[config.mk]
export PLATFORM = sky130hd
export DESIGN_NAME = mult_share_arb_flat
export DESIGN_NICKNAME = d
export VERILOG_FILES = /design/src/rtl/mult_share_arb_if.sv /design/src/rtl/mult_share_arb.sv /design/src/flat_wrapper.sv
export SDC_FILE = /design/constraint.sdc
export NUM_CORES = 1
export LEC_CHECK = 0
export CORE_MARGIN = 2
export CORE_UTILIZATION = 40
export DETAILED_ROUTE_END_ITERATION = 16
export DONT_BUFFER_PORTS = 1
export GPL_TIMING_DRIVEN = 0
export SLEW_MARGIN = 20
export SYNTH_ARGS = -nofsm -noshare
export SYNTH_HDL_FRONTEND = slang
export SYNTH_SLANG_ARGS = --single-unit
[constraint.sdc]
create_clock -name clk -period 6.5 [get_ports clk]
set_input_delay 0.65 -clock clk [delete_from_list [all_inputs] [get_ports clk]]
set_output_delay 0.65 -clock clk [all_outputs]
set_load 0.02 [all_outputs]
[src/rtl/mult_share_arb_if.sv]
// Handshake bundle between NREQ requesters, the shared multiplier and its result consumer.
interface mult_share_arb_if #(
  parameter int NREQ  = 4,
  parameter int BITS  = 17,
  parameter int WBITS = 17,
  parameter int IDW   = 2
);
  logic [NREQ-1:0]       req_valid;
  logic [NREQ-1:0]       req_ready;
  logic [NREQ*BITS-1:0]  req_data;
  logic [NREQ*WBITS-1:0] req_weight;
  logic                  res_valid;
  logic                  res_ready;
  logic [IDW-1:0]        res_id;
  logic [BITS+WBITS-1:0] res_data;
  logic                  busy;

  modport master (
    output req_valid, req_data, req_weight, res_ready,
    input  req_ready, res_valid, res_id, res_data, busy
  );

  modport slave (
    input  req_valid, req_data, req_weight, res_ready,
    output req_ready, res_valid, res_id, res_data, busy
  );
endinterface

[src/rtl/mult_share_arb.sv]
// One signed multiplier shared by NREQ requesters through a 2-stage elastic pipeline.
// Define MSA_ROUND_ROBIN_EN for round-robin arbitration; default is fixed lowest-index priority.
module mult_share_arb #(
  parameter int NREQ  = 4,
  parameter int BITS  = 17,
  parameter int WBITS = 17,
  parameter int IDW   = 2
) (
  input  logic             clk,
  input  logic             reset,
  mult_share_arb_if.slave  bus
);
  localparam int PW = BITS + WBITS;

  function automatic logic signed [PW-1:0] mul_full(
    input logic signed [BITS-1:0]  a,
    input logic signed [WBITS-1:0] b
  );
    logic signed [PW-1:0] ae;
    logic signed [PW-1:0] be;
    ae = {{WBITS{a[BITS-1]}}, a};
    be = {{BITS{b[WBITS-1]}}, b};
    return ae * be;
  endfunction

  logic                    en;
  logic                    xfer;
  logic [NREQ-1:0]         grant;
  logic [IDW-1:0]          gidx;
  logic                    found;

  logic                    vld_p1;
  logic signed [BITS-1:0]  data_p1;
  logic signed [WBITS-1:0] weight_p1;
  logic [IDW-1:0]          id_p1;

  logic                    vld_p2;
  logic [IDW-1:0]          id_p2;
  logic signed [PW-1:0]    prod_p2;

  assign en   = !vld_p2 || bus.res_ready;
  assign xfer = en && !reset && (grant != '0);

`ifdef MSA_ROUND_ROBIN_EN
  logic [IDW-1:0] ptr;
  int             j;

  always_comb begin
    grant = '0;
    gidx  = '0;
    found = 1'b0;
    j     = 0;
    for (int k = 0; k < NREQ; k++) begin
      j = int'(ptr) + k;
      if (j >= NREQ) j = j - NREQ;
      if (!found && bus.req_valid[j]) begin
        grant[j] = 1'b1;
        gidx     = IDW'(j);
        found    = 1'b1;
      end
    end
  end

  always_ff @(posedge clk) begin
    if (reset) ptr <= '0;
    else if (xfer) ptr <= (gidx == IDW'(NREQ-1)) ? '0 : gidx + 1'b1;
  end
`else
  always_comb begin
    grant = '0;
    gidx  = '0;
    found = 1'b0;
    for (int k = 0; k < NREQ; k++) begin
      if (!found && bus.req_valid[k]) begin
        grant[k] = 1'b1;
        gidx     = IDW'(k);
        found    = 1'b1;
      end
    end
  end
`endif

  assign bus.req_ready = xfer ? grant : '0;

  // Stage 1: capture the granted operand pair
  always_ff @(posedge clk) begin
    if (reset) vld_p1 <= 1'b0;
    else if (en) vld_p1 <= xfer;
  end

  always_ff @(posedge clk) begin
    if (xfer) begin
      data_p1   <= bus.req_data[gidx*BITS +: BITS];
      weight_p1 <= bus.req_weight[gidx*WBITS +: WBITS];
      id_p1     <= gidx;
    end
  end

  // Stage 2: result register, held while the consumer stalls
  always_ff @(posedge clk) begin
    if (reset) begin
      vld_p2  <= 1'b0;
      id_p2   <= '0;
      prod_p2 <= '0;
    end else if (en) begin
      vld_p2  <= vld_p1;
      id_p2   <= id_p1;
      prod_p2 <= mul_full(data_p1, weight_p1);
    end
  end

  assign bus.res_valid = vld_p2;
  assign bus.res_id    = id_p2;
  assign bus.res_data  = prod_p2;
  assign bus.busy      = vld_p1 || vld_p2;
endmodule

[src/flat_wrapper.sv]
// flat-port wrapper written by rule: the top's interface ports become plain ports
module mult_share_arb_flat 
#(
  parameter int NREQ  = 4,
  parameter int BITS  = 17,
  parameter int WBITS = 17,
  parameter int IDW   = 2
)
  (clk, reset, bus_req_valid, bus_req_data, bus_req_weight, bus_res_ready, bus_req_ready, bus_res_valid, bus_res_id, bus_res_data, bus_busy);
  mult_share_arb_if #(.NREQ(NREQ), .BITS(BITS), .WBITS(WBITS), .IDW(IDW)) bus_i ();
  input  logic clk;
  input  logic reset;
  input wire logic [$bits(bus_i.req_valid)-1:0] bus_req_valid;
  input wire logic [$bits(bus_i.req_data)-1:0] bus_req_data;
  input wire logic [$bits(bus_i.req_weight)-1:0] bus_req_weight;
  input wire logic [$bits(bus_i.res_ready)-1:0] bus_res_ready;
  output wire logic [$bits(bus_i.req_ready)-1:0] bus_req_ready;
  output wire logic [$bits(bus_i.res_valid)-1:0] bus_res_valid;
  output wire logic [$bits(bus_i.res_id)-1:0] bus_res_id;
  output wire logic [$bits(bus_i.res_data)-1:0] bus_res_data;
  output wire logic [$bits(bus_i.busy)-1:0] bus_busy;
  assign bus_i.req_valid = bus_req_valid;
  assign bus_i.req_data = bus_req_data;
  assign bus_i.req_weight = bus_req_weight;
  assign bus_i.res_ready = bus_res_ready;
  assign bus_req_ready = bus_i.req_ready;
  assign bus_res_valid = bus_i.res_valid;
  assign bus_res_id = bus_i.res_id;
  assign bus_res_data = bus_i.res_data;
  assign bus_busy = bus_i.busy;
  mult_share_arb #(.NREQ(NREQ), .BITS(BITS), .WBITS(WBITS), .IDW(IDW)) u_core (.clk(clk), .reset(reset), .bus(bus_i));
endmodule
==> impl_metrics.toml, run 1 <==
[worst_setup_path]
path_common_cell = "fa_1"
worstSetupStartpointType = "flop"
cp-end-kind = "flop"
crit_buf_inv = 5
worstPathCellList = "clkbuf_8 > buf_12 > nand2_1 > fa_1 > fa_1 > fa_1 > fa_1 > inv_1 > fa_1 > inv_1 > fa_1 > inv_1 > ha_2 > nand3_2 > or4_4 > a21boi_1 > nand2b_2 > o32a_2 > a31oi_2 > or3_1 > nand3_1"
required_ps = 6790
slowest_delay_ps = 570
worstSetupPathType = "reg -> reg"
crit_family = "adder cells"
critPathMaxFanout = 6
arrival_ps = 6730
cp_slowest_cell = "edfxtp_1"

[timing]
fin_crit_sh = 0.991
period_minus_slack_ps = 6440
slew_viol_final = 0
tightest_slew_ps = 763
max_freq_ghz = 0.155
setup_viol = 0
max_slew_margin = 0.492
final_hold_viol_count = 0
rsz0062_at_grt = "true"
fin_skew_ps = 11.0
setup_tns_ps = 0

[outcome]
outcome = "finished, final reports clean"

[global_route]
grt_max_degree = 26
grt_pass1_wl_mm = 70.5
grt_remaining_overflow = 0
antenna_found_initial = 1
track_usage = 0.246
grt_pass1_vias = 12100

[synthesis]
synth_fa_ha_area_frac = 0.482
synthCells = 1592
synth-compound-area-share = 0.0851
async_flop_share = 0
synthXorXnorAreaFrac = 0.0157
ys.flop_type = "dfxtp_1"
synth_cell_types = 66
yosys-top-cells-area = "fa_1, inv_1, and2_1"
ys_seq_elements = 74
ys_seq_area_frac = 0.127
synth_top_family_by_area = "adder cells"
muxShareOfSynthArea = 0.00207
synth_nets = 2116
syn_avg_cell_area_um2 = 9.11
yosysTopAreaCellShare = 0.409
yosysTopAreaCell = "fa_1"
synth_edf_count = 36
synth-simple-area-share = 0.187
yosys_warnings = 0
syn_area_mm2 = 0.0145

[drt]
wl_met2_mm = 22.0
route.met3.wl_mm = 3.44
vias = 11400
wire_per_inst_um = 21.0
firstDrtPassIters = 6
drt-total-wl_mm = 44.9
via_per_inst = 5.33
top_layer = "met4"
drc = 0
ant_nets = 0
drt_iter0_drc = 682
drt-met1-wl_mm = 17.6

[cells_and_area]
mostFrequentLayoutCells = "inv_1, fa_1, nand2_1"
fin_nets = 2195
syn_to_final_growth_pct = 12.8
layout_commonest_cell = "inv_1"
drive_gt1_frac = 0.109

[clock_tree]
clkTransAtPathRegs_ps = 60
clock-sinks = 74
hold_buffers = 0
clock_latency_ps = 350
h-tree-depth = 3
cts-root-buf = "clkbuf_16"
cts_tree = "built"
ctsLongestPathBuffers = 2
cts-buffers-inserted = 9

[floorplan]
die_area_mm2 = 0.0378
die_x_um = 194
io_pins = 185
coreArea_mm2 = 0.0357
die_y_um = 194
start_util = 0.407
fp-row-count = 69

[place]
place_congestion = 0.944
portBuffers = 0
dpl.hpwl_mm = 36.2

[run]
drv_cap = 0

[hold_path]
hold_path_class = "reg -> reg"
-- Yosys cell counts (all sizes together) (6+ instances only) --
cell and instances:
edfxtp 36, o21a 7, nand3 15, xor2 8
clkbuf 62, xnor2 18, fa 296, dfxtp 38
a31oi 43, a21o 9, buf 12, and2 182
nand2b 11, a211oi 44, nor3 7, or2 6
o21ai 16, nand2 247, a21oi 44, nor2 35
ha 85, inv 307
-- layout make-up --
class,instances,area [µm²]
plain buffers,70,400
clock buffers,11,264
fillers,3436,19300
flip-flops and latches,74,1840
multi-input cells,1135,11400
diodes,1,2.50
clock inverters,5,42.5
inverters,309,1160
well taps,461,577
repair buffers,72,672
-- cells by family after synthesis --
| logic type | after synthesis |
|---|---|
| AO/OA/AOI/OAI | 186 |
| XOR/XNOR | 26 |
| adder cells (fa/ha/maj) | 381 |
| buffers and inverters | 383 |
| flip-flops | 74 |
| multiplexers | 3 |
| AND/OR/NAND/NOR | 539 |
-- metal layers --
layer / GRT usage / vias up
met2: 0.422 / 476
met4: 0.0974 / 0
met3: 0.0410 / 93
met1: 0.310 / 5730
li1: - / 5088
met5: 0 / -
-- worst reg2reg max path: stages, from the launching register on --
cell and delay [ps]:
edfxtp_1 570, clkbuf_8 240, buf_12 110, nand2_1 60, fa_1 490, fa_1 570, fa_1 450, fa_1 550
inv_1 50, fa_1 470, inv_1 50, fa_1 470, inv_1 40, ha_2 390, nand3_2 130, or4_4 570
a21boi_1 200, nand2b_2 210, o32a_2 250, a31oi_2 110, or3_1 310, nand3_1 70
-- flip-flops by register name (all words and copies together) (netlist names) --
name / flops
u_core.vld_p1: 1
u_core.bus.res_id: 2
u_core.bus.res_data: 34
u_core.id_p1: 2
u_core.bus.res_valid: 1
u_core.weight_p1: 17
u_core.data_p1: 17
-- repair_timing --
item                                   in CTS  in global routing
setup endpoints to repair                  16                 12
endpoints found under the hold margin       0                  0
setup buffers                              39                 32
resized for setup                          50                 74
pin swaps                                   4                 30
cloned                                      0                  0
-- worst paths after layout --
kind                                          start                      end  slack, ps  depth (start not counted)
worst max-delay path            u_core.weight_p1[3]  u_core.bus.res_data[23]         60                         21
worst min-delay path                  u_core.vld_p1            u_core.vld_p1        490                          1
worst min register to register        u_core.vld_p1            u_core.vld_p1        490                          1
worst max register to register  u_core.weight_p1[3]  u_core.bus.res_data[23]         60                         21
-- stage by stage --
stage / setup WS [ps] / instances / util / hold WS [ps] / instance area [µm²]
global placement: -779 / 2053 / 0.423 / 461 / 15100
floorplan: 390 / 1592 / - / 442 / 14500
CTS: 0.754 / 2106 / 0.444 / 493 / 15800
finish: 60.1 / 2138 / 0.459 / 494 / 16400
global route: -46.2 / 2137 / 0.459 / 518 / 16400
detailed placement: -803 / 2054 / 0.424 / 477 / 15100
Power of run 1 is left out: the tool's default activity adds up to more than one toggle a clock period on the data nets, which glitch-free logic cannot reach.
==> run 2, diff against run 1 <==
CTS_BUF_LIST = sky130_fd_sc_hd__clkbuf_2 sky130_fd_sc_hd__clkbuf_4 sky130_fd_sc_hd__clkbuf_8   (was default)
==> run 2 against run 1 <==
Register-to-register slack barely moved. Worst setup slack improved by 14 ps. Core utilization fell by 0.41 points. Maximum frequency rose by 0.22%. Hold slack improved by 3.3 ps. Sequential share of layout area rose by 0.10 points. Non-clock buffer count fell by 5. Global-route usage fell by 0.072 points. Largest cell class unchanged. Highest routed layer unchanged.
==> impl_metrics.toml, run 2 (synthesis gave the netlist of run 1 again) <==
[outcome]
outcome = "finished, final reports clean"

[timing]
max_slew_margin = 0.484
slew_viol_final = 0
setup_tns_ps = 0
period_minus_slack_ps = 6430
fin_skew_ps = 19.3
setup_viol = 0
final_hold_viol_count = 0
fin_crit_sh = 0.989
max_freq_ghz = 0.156
tightest_slew_ps = 774

[drt]
drt-total-wl_mm = 44.9
firstDrtPassIters = 5
route.met3.wl_mm = 3.20
drt_iter0_drc = 742
wire_per_inst_um = 21.0
wl_met2_mm = 22.0
drc = 0
top_layer = "met4"
ant_nets = 0
drt-met1-wl_mm = 17.9
via_per_inst = 5.31
vias = 11300

[clock_tree]
clkTransAtPathRegs_ps = 90
ctsLongestPathBuffers = 2
h-tree-depth = 3
cts-root-buf = "clkbuf_8"
clock-sinks = 74
cts_tree = "built"
clock_latency_ps = 370
cts-buffers-inserted = 9
hold_buffers = 0

[cells_and_area]
syn_to_final_growth_pct = 11.8
largest_register_ffs = 34
drive_gt1_frac = 0.105
fin_nets = 2190
mostFrequentLayoutCells = "inv_1, fa_1, nand2_1"
fin_cells = 2134
nFillCells = 3445
layout_commonest_cell = "inv_1"
register_area_mm2 = 0.00184
multi_input_area_mm2 = 0.0114

[worst_setup_path]
worstSetupPathType = "reg -> reg"
critPathMaxFanout = 6
slowest_delay_ps = 650
required_ps = 6810
crit_family = "adder cells"
worstSetupStartpointType = "flop"
arrival_ps = 6740
startpoint = "u_core.weight_p1[3]"
worstPathCellList = "clkbuf_8 > nand2_1 > inv_1 > fa_2 > buf_4 > fa_2 > buf_12 > fa_1 > fa_1 > fa_1 > fa_1 > ha_2 > a21oi_2 > o31ai_2 > a31oi_2 > nand3b_1 > o21a_2 > a21o_1 > or4_1 > nand3_1"
path_common_cell = "fa_1"
crit_buf_inv = 4
r2r-start = "u_core.weight_p1[3]"
cp-end-kind = "flop"
cp_slowest_cell = "fa_2"

[floorplan]
start_util = 0.407
die_y_um = 194
io_pins = 185
die_x_um = 194
die_area_mm2 = 0.0378
coreArea_mm2 = 0.0357
fp-row-count = 69

[global_route]
grt_max_degree = 26
grt_remaining_overflow = 0
track_usage = 0.245
antenna_found_initial = 1
grt_pass1_vias = 12100
grt_pass1_wl_mm = 70.4

[hold_path]
hold_path_class = "reg -> reg"
hold_start = "u_core.vld_p1"

[run]
drv_cap = 0

[place]
place_inst = 2054
place_congestion = 0.944
dpl.hpwl_mm = 36.2
portBuffers = 0
==> run 2: cell count changes in the layout (fill, tap and decap cells not counted), sizes merged <==
| cell | delta |
|---|---|
| buf | -6 |
| diode | +1 |
| bufinv | +1 |
==> run 2: through the flow <==
stage / hold slack, ps / worst slack [ps] / instance area, µm² / utilization
detailed placement: 477 / -803 / 15100 / 0.424
global placement: 461 / -779 / 15100 / 0.423
finish: 497 / 73.9 / 16200 / 0.455
global route: 523 / -7.54 / 16200 / 0.455
floorplan: 442 / 390 / 14500 / -
CTS: 497 / 3.32 / 15700 / 0.441
==> run 2: worst register-to-register path, stage by stage, from the launching register on <==
cell and delay (ps):
edfxtp_1 560, clkbuf_8 230, nand2_1 90, inv_1 70, fa_2 540, buf_4 190
fa_2 650, buf_12 140, fa_1 430, fa_1 560, fa_1 430, fa_1 530
ha_2 330, a21oi_2 200, o31ai_2 100, a31oi_2 270, nand3b_1 120, o21a_2 230
a21o_1 200, or4_1 410, nand3_1 90
==> run 2: routing by layer <==
layer | up-vias | GRT usage
li1 | 5070 | -
met4 | 0 | 0.0903
met2 | 447 | 0.421
met3 | 91 | 0.0411
met5 | - | 0
met1 | 5730 | 0.311
==> run 2: area by class of cell <==
class / count / area share
Antenna cell: 2 / 0.000309
Multi-Input combinational cell: 1135 / 0.704
Buffer: 70 / 0.0239
Inverter: 309 / 0.0715
Timing Repair Buffer: 67 / 0.0381
Sequential cell: 74 / 0.114
Tap cell: 461 / 0.0356
Clock buffer: 10 / 0.00849
Clock inverter: 6 / 0.00448
==> run 2: what timing repair did <==
action / in CTS / in global routing
resized for setup: 49 / 66
buffers inserted: 37 / 29
endpoints found under the hold margin: 0 / 0
setup endpoints to repair: 16 / 13
pin swaps: 4 / 28
cloned: 0 / 0
==> run 2: final timing paths <==
kind	slack, ps	cells past startpoint	endpoint
worst min-delay path	500	1	u_core.vld_p1
worst min register to register	500	1	u_core.vld_p1
worst max register to register	70	20	u_core.bus.res_data[31]
worst max-delay path	70	20	u_core.bus.res_data[31]
Power of run 2 is left out for the same reason.
